[src/rtl/mips_loader_pkg.sv]
// mips_loader_pkg: shared states, widths and address helper for the mips_np loader.
package mips_loader_pkg;
   localparam int WORD_BYTES = 4;
   localparam int DATA_W     = 32;
   localparam int ADDR_W     = 32;

   typedef enum logic [1:0] {ST_LOAD, ST_RUN, ST_DUMP, ST_DONE} ld_state_e;
   typedef enum logic [1:0] {DS_IDLE, DS_ADDR, DS_CAP, DS_OUT} dump_state_e;

   function automatic logic [ADDR_W-1:0] word_addr(input logic [ADDR_W-1:0] base,
                                                    input logic [ADDR_W-1:0] idx);
      return base + idx * ADDR_W'(WORD_BYTES);
   endfunction
endpackage

[src/rtl/mips_loader_dump.sv]
// mips_loader_dump: address/capture/output sequencer streaming a data-memory window.
// The capture cycle between address and output tolerates combinational or 1-cycle reads.
module mips_loader_dump
   import mips_loader_pkg::*;
#(
   parameter logic [ADDR_W-1:0] DUMP_BASE  = '0,
   parameter int                DUMP_WORDS = 8
) (
   input  logic              clock_in,
   input  logic              reset_in,
   input  logic              start_in,
   input  logic              dump_ready_in,
   input  logic [DATA_W-1:0] read_data_in,
   output logic [ADDR_W-1:0] read_data_address_out,
   output logic              dump_valid_out,
   output logic [DATA_W-1:0] dump_data_out,
   output logic [ADDR_W-1:0] dump_addr_out,
   output logic              done_out
);
   localparam int IW = $clog2(DUMP_WORDS + 1);

   dump_state_e       r_state, w_next;
   logic [IW-1:0]     r_idx;
   logic [DATA_W-1:0] r_data;
   logic [ADDR_W-1:0] r_addr;
   logic              w_hs, w_last;

   assign dump_valid_out        = (r_state == DS_OUT);
   assign w_hs                  = dump_valid_out && dump_ready_in;
   assign w_last                = (r_idx == IW'(DUMP_WORDS - 1));
   assign done_out              = w_hs && w_last;
   assign read_data_address_out = word_addr(DUMP_BASE, ADDR_W'(r_idx));
   assign dump_data_out         = r_data;
   assign dump_addr_out         = r_addr;

   always_ff @(posedge clock_in or posedge reset_in)
      if (reset_in) r_state <= DS_IDLE;
      else r_state <= w_next;

   always_comb begin
      w_next = r_state;
      case (r_state)
         DS_IDLE: w_next = start_in ? DS_ADDR : DS_IDLE;
         DS_ADDR: w_next = DS_CAP;
         DS_CAP:  w_next = DS_OUT;
         DS_OUT:  w_next = !dump_ready_in ? DS_OUT : (w_last ? DS_IDLE : DS_ADDR);
         default: w_next = DS_IDLE;
      endcase
   end

   always_ff @(posedge clock_in or posedge reset_in)
      if (reset_in) begin
         r_idx  <= '0;
         r_data <= '0;
         r_addr <= '0;
      end else begin
         if (r_state == DS_CAP) begin
            r_data <= read_data_in;
            r_addr <= read_data_address_out;
         end
         if (w_hs) r_idx <= w_last ? '0 : r_idx + 1'b1;
      end
endmodule

[src/rtl/mips_loader.sv]
// mips_loader: loads a host word stream into mips_np instruction memory under CPU reset,
// runs the CPU for a fixed budget, then streams a data-memory window to the host.
module mips_loader
   import mips_loader_pkg::*;
#(
   parameter int                MAX_WORDS  = 256,
   parameter int                RUN_CYCLES = 1024,
   parameter logic [ADDR_W-1:0] DUMP_BASE  = '0,
   parameter int                DUMP_WORDS = 8
) (
   input  logic              clock_in,
   input  logic              reset_in,
   input  logic              word_valid_in,
   output logic              word_ready_out,
   input  logic [DATA_W-1:0] word_in,
   input  logic              word_last_in,
   input  logic              start_in,
   output logic              cpu_reset_out,
   output logic              instrWrite_out,
   output logic [ADDR_W-1:0] instr_address_out,
   output logic [DATA_W-1:0] instr_out,
   output logic [ADDR_W-1:0] read_data_address_out,
   input  logic [DATA_W-1:0] read_data_in,
   output logic              dump_valid_out,
   input  logic              dump_ready_in,
   output logic [DATA_W-1:0] dump_data_out,
   output logic [ADDR_W-1:0] dump_addr_out,
   output logic              overflow_out,
   output logic              done_out
);
   localparam int CW = $clog2(MAX_WORDS + 1);
   localparam int RW = $clog2(RUN_CYCLES + 1);

   ld_state_e         r_state, w_next;
   logic [CW-1:0]     r_count;
   logic [RW-1:0]     r_run;
   logic              r_write, r_overflow;
   logic [ADDR_W-1:0] r_instr_addr;
   logic [DATA_W-1:0] r_instr;
   logic              w_hs, w_load_end, w_run_end, w_restart, w_dump_done;

   // Ready is gated by reset so no word is accepted while the loader is held.
   assign word_ready_out    = (r_state == ST_LOAD) && !reset_in;
   assign w_hs              = word_valid_in && word_ready_out;
   assign w_load_end        = w_hs && (word_last_in || r_count == CW'(MAX_WORDS - 1));
   assign w_run_end         = (r_state == ST_RUN) && (r_run == RW'(RUN_CYCLES - 1));
   assign w_restart         = (r_state == ST_DONE) && start_in;
   assign cpu_reset_out     = (r_state == ST_LOAD);
   assign instrWrite_out    = r_write;
   assign instr_address_out = r_instr_addr;
   assign instr_out         = r_instr;
   assign overflow_out      = r_overflow;
   assign done_out          = (r_state == ST_DONE);

   always_ff @(posedge clock_in or posedge reset_in)
      if (reset_in) r_state <= ST_LOAD;
      else r_state <= w_next;

   always_comb begin
      w_next = r_state;
      if (w_load_end) w_next = ST_RUN;
      if (w_run_end) w_next = ST_DUMP;
      if ((r_state == ST_DUMP) && w_dump_done) w_next = ST_DONE;
      if (w_restart) w_next = ST_LOAD;
   end

   always_ff @(posedge clock_in or posedge reset_in)
      if (reset_in) begin
         r_count      <= '0;
         r_run        <= '0;
         r_write      <= 1'b0;
         r_overflow   <= 1'b0;
         r_instr_addr <= '0;
         r_instr      <= '0;
      end else begin
         r_write <= w_hs;
         if (w_hs) begin
            r_instr_addr <= word_addr('0, ADDR_W'(r_count));
            r_instr      <= word_in;
            r_count      <= r_count + 1'b1;
         end
         if (w_load_end && !word_last_in) r_overflow <= 1'b1;
         r_run <= (r_state == ST_RUN) ? r_run + 1'b1 : '0;
         if (w_restart) begin
            r_count    <= '0;
            r_overflow <= 1'b0;
         end
      end

   mips_loader_dump #(
      .DUMP_BASE (DUMP_BASE),
      .DUMP_WORDS(DUMP_WORDS)
   ) u_dump (
      .clock_in             (clock_in),
      .reset_in             (reset_in),
      .start_in             (w_run_end),
      .dump_ready_in        (dump_ready_in),
      .read_data_in         (read_data_in),
      .read_data_address_out(read_data_address_out),
      .dump_valid_out       (dump_valid_out),
      .dump_data_out        (dump_data_out),
      .dump_addr_out        (dump_addr_out),
      .done_out             (w_dump_done)
   );
endmodule

[config.mk]
export PLATFORM = sky130hd
export DESIGN_NAME = mips_loader
export DESIGN_NICKNAME = d
export VERILOG_FILES = /design/src/rtl/mips_loader_pkg.sv /design/src/rtl/mips_loader_dump.sv /design/src/rtl/mips_loader.sv
export SDC_FILE = /design/constraint.sdc
export NUM_CORES = 1
export LEC_CHECK = 0
export CORE_ASPECT_RATIO = 0.8
export CORE_MARGIN = 5
export CORE_UTILIZATION = 40
export DETAILED_ROUTE_END_ITERATION = 12
export PLACE_DENSITY_LB_ADDON = 0.1
export SETUP_SLACK_MARGIN = 0.5
export SLEW_MARGIN = 20
export SYNTH_ARGS = -nofsm -noshare
export SYNTH_HDL_FRONTEND = slang
export SYNTH_HIERARCHICAL = 1
export SYNTH_SLANG_ARGS = --single-unit
[constraint.sdc]
create_clock -name clock_in -period 2.4 [get_ports clock_in]
set_input_delay 0.6 -clock clock_in [delete_from_list [all_inputs] [get_ports clock_in]]
set_output_delay 0.6 -clock clock_in [all_outputs]
set_load 0.01 [all_outputs]
==> results.cfg <==
[sta]
relSlewSlack_pct = 64.1
max_freq_mhz = 540
hold_viol = 0
final.setup_skew_ns = 0.00652
fin_crit_ns = 1.85
holdWs_ns = 0.472
setup_viol = 0
tightest_slew_ns = 0.539
finalMaxSlewViolations = 0
timing.final.crit_share_pct = 77.2
grt_setup_unrepaired = true

[clocking]
clk_latency_ns = 0.34
cts_tree = built
cts_max_path_buffers = 2
htree_levels = 3
cts_buffers = 9
cts.sinks = 107
cts.clk_slew.worst_paths_ns = 0.07
cts-root-buf = clkbuf_16

[layout]
post-route-util_pct = 56.3
drive_gt1_share_pct = 12.7
area_growth_syn_to_layout_pct = 37.6
n_antenna_cell = 0
final_nets = 730

[synthesis]
synth_most_common_cell = nand2_1
postSynthAreaPerCell_um2 = 10.2
yosysTopAreaCell = dfrtp_1
synthCells = 490
ys_warn_count = 6
netlist_area_um2 = 4990
synth_seq_cells = 107
ys_top_cells_by_count = 139 x nand2_1, 107 x dfrtp_1, 79 x buf_4, 34 x mux2_2
synth.top_cell.area_share_pct = 53.7
ys_top_cells_by_area = dfrtp_1 54%, buf_4 12%, nand2_1 10%
synth_edf_count = 0
synth.distinct_cells = 38
yosysSeqAreaShare_pct = 53.7
async_reset_ff_share_pct = 100
ys.flop_type = dfrtp_1

[route]
vias_per_cell = 4.37
routedWlPerCell_um = 14.0
drtIter0Drc = 211
routed_wl_um = 11700
drtPass1Iterations = 4
num_vias = 3633
drc = 0
postRouteAntennaNets = 0

[status]
outcome = finished, final reports clean

[critical_path]
reg2reg_depth = 5
start_kind = register
worstPathMaxFanout = 11
arrival_ns = 2.11
rrSetupSlack_ns = 0.55
path_delay_family = simple AND/OR/NAND/NOR gates
rr_startpoint = r_state[1]
critPathCaptureType = register
critical_path_class = reg2reg
cp.required_ns = 2.66
crit_chain = buf_6, or4b_4, buf_4, or3_1, a21oi_1
max_stage_delay_ns = 0.56
critPathSlowestCell = or4b_4
worst-path-buf-inv = 2
r2r-end = r_count[3]

[die]
rows = 36
io_pins = 236
coreArea_um2 = 12200
initial_utilization_pct = 40.9
die_area_um2 = 14800
die_w_um = 135
die_h_um = 110

[place]
gp_congestion = 0.804
port_buffers = 156
dp_hpwl_um = 8620

[worst_hold_path]
hp-start = instr_out[16]
hold_path_depth = 2
worstHoldEndpoint = instr_out[16]
hp-class = reg2reg

[power]
max-vdd-ir-drop_mv = 0.698
powerDensity_nw_per_um2 = 1140
power.leakage_nw = 3.38

[global_routing]
grt_usage_pct = 15.4
antenna_found_initial = 0
grt_max_degree = 66
grt_pass1_vias = 3578
gr-total-overflow = 0
grt_pass1_wl_um = 18300

[job]
max_cap_viol_count = 0
-- metrics by stage --
step	worst slack, ns	setup TNS, ns	power, mW	instance area [µm²]	cells
final	0.548	0	7.84	6870	832
after global routing	0.471	0	8.42	6870	832
after CTS	0.437	0	8.01	6840	832
after detailed placement	-0.00973	-0.00973	6.49	6460	805
after global placement	0.0350	0	6.40	6460	805
after floorplan	0.625	0	4.75	5280	567
-- worst max-delay path by stage --
stage,startpoint,end,slack [ns],cells after the start
detailed placement,reset_in,r_count[6],-0.01,4
global route,r_state[0],word_ready_out,0.47,3
finish,r_state[1],r_count[3],0.55,5
global placement,reset_in,word_ready_out,0.04,3
floorplan,reset_in,r_count[7],0.63,4
CTS,r_state[1],word_ready_out,0.44,3
-- cell usage in the layout (no fill, tap or decap), types with 5 or more instances in the layout --
master,netlist,layout
dfrtp_1,107,104
nand4_1,5,5
inv_1,10,9
dlymetal6s2s_1,0,13
clkdlybuf4s50_1,0,134
nor2_1,12,12
nand2_1,139,139
dlygate4sd2_1,0,6
conb_1,2,79
o21ai_0,12,12
nand3_1,12,12
clkbuf_16,0,9
mux2_2,34,34
buf_4,79,16
a21oi_1,9,8
-- registers in the layout (all words and copies together) (netlist names), 2 cells and up --
| register | flops |
|---|---|
| instr_out | 32 |
| u_dump/dump_data_out | 32 |
| r_run | 11 |
| instr_address_out | 9 |
| r_count | 9 |
| u_dump/dump_addr_out | 4 |
| u_dump/r_idx | 4 |
| r_state | 2 |
| u_dump/r_state | 2 |
-- worst reg2reg max path: stages, from the launching register on --
cell and delay [ns]:
dfrtp_2 0.41, buf_6 0.14, or4b_4 0.56, buf_4 0.18, or3_1 0.34, a21oi_1 0.15
-- kinds of logic (layout without fill, tap and decap cells) --
kind of cell	after synthesis	in the layout	share of synthesized area, %
AND/OR/NAND/NOR	197	197	17.4
XOR/XNOR	5	5	0.878
AO/OA/AOI/OAI	28	28	3.23
multiplexers	38	38	8.68
other	2	79	0.151
adder cells (fa/ha/maj)	4	4	1.00
flip-flops	107	107	53.7
buffers and inverters	109	203	15.0
-- layout make-up --
class                   count  area (µm²)
clock buffers              11         253
clock inverters             5        36.3
fillers                  1103        5340
inverters                  11        47.5
multi-input cells         351        1870
flip-flops and latches    107        2680
well taps                 171         214
repair buffers            176        1770
-- report_power, final --
group	internal [mW]	switching, mW	total (mW)
combinational	1.94	1.48	3.42
sequential	2.57	0.440	3.01
clock	0.763	0.656	1.42
-- routing by layer --
metal	part of all wire (%)	global-route usage (%)
met1	42	19.7
met2	50	25.6
met3	7.9	5.76
met4	0.45	2.18
met5	0	0
-- repair_timing --
item / CTS / global route
hold buffers: 0 / 0
resized for setup: 16 / 19
setup buffers: 11 / 0
setup endpoints to repair: 12 / 46
pin swaps: 3 / 2
No activity file was read; power rests on OpenSTA's default activity.
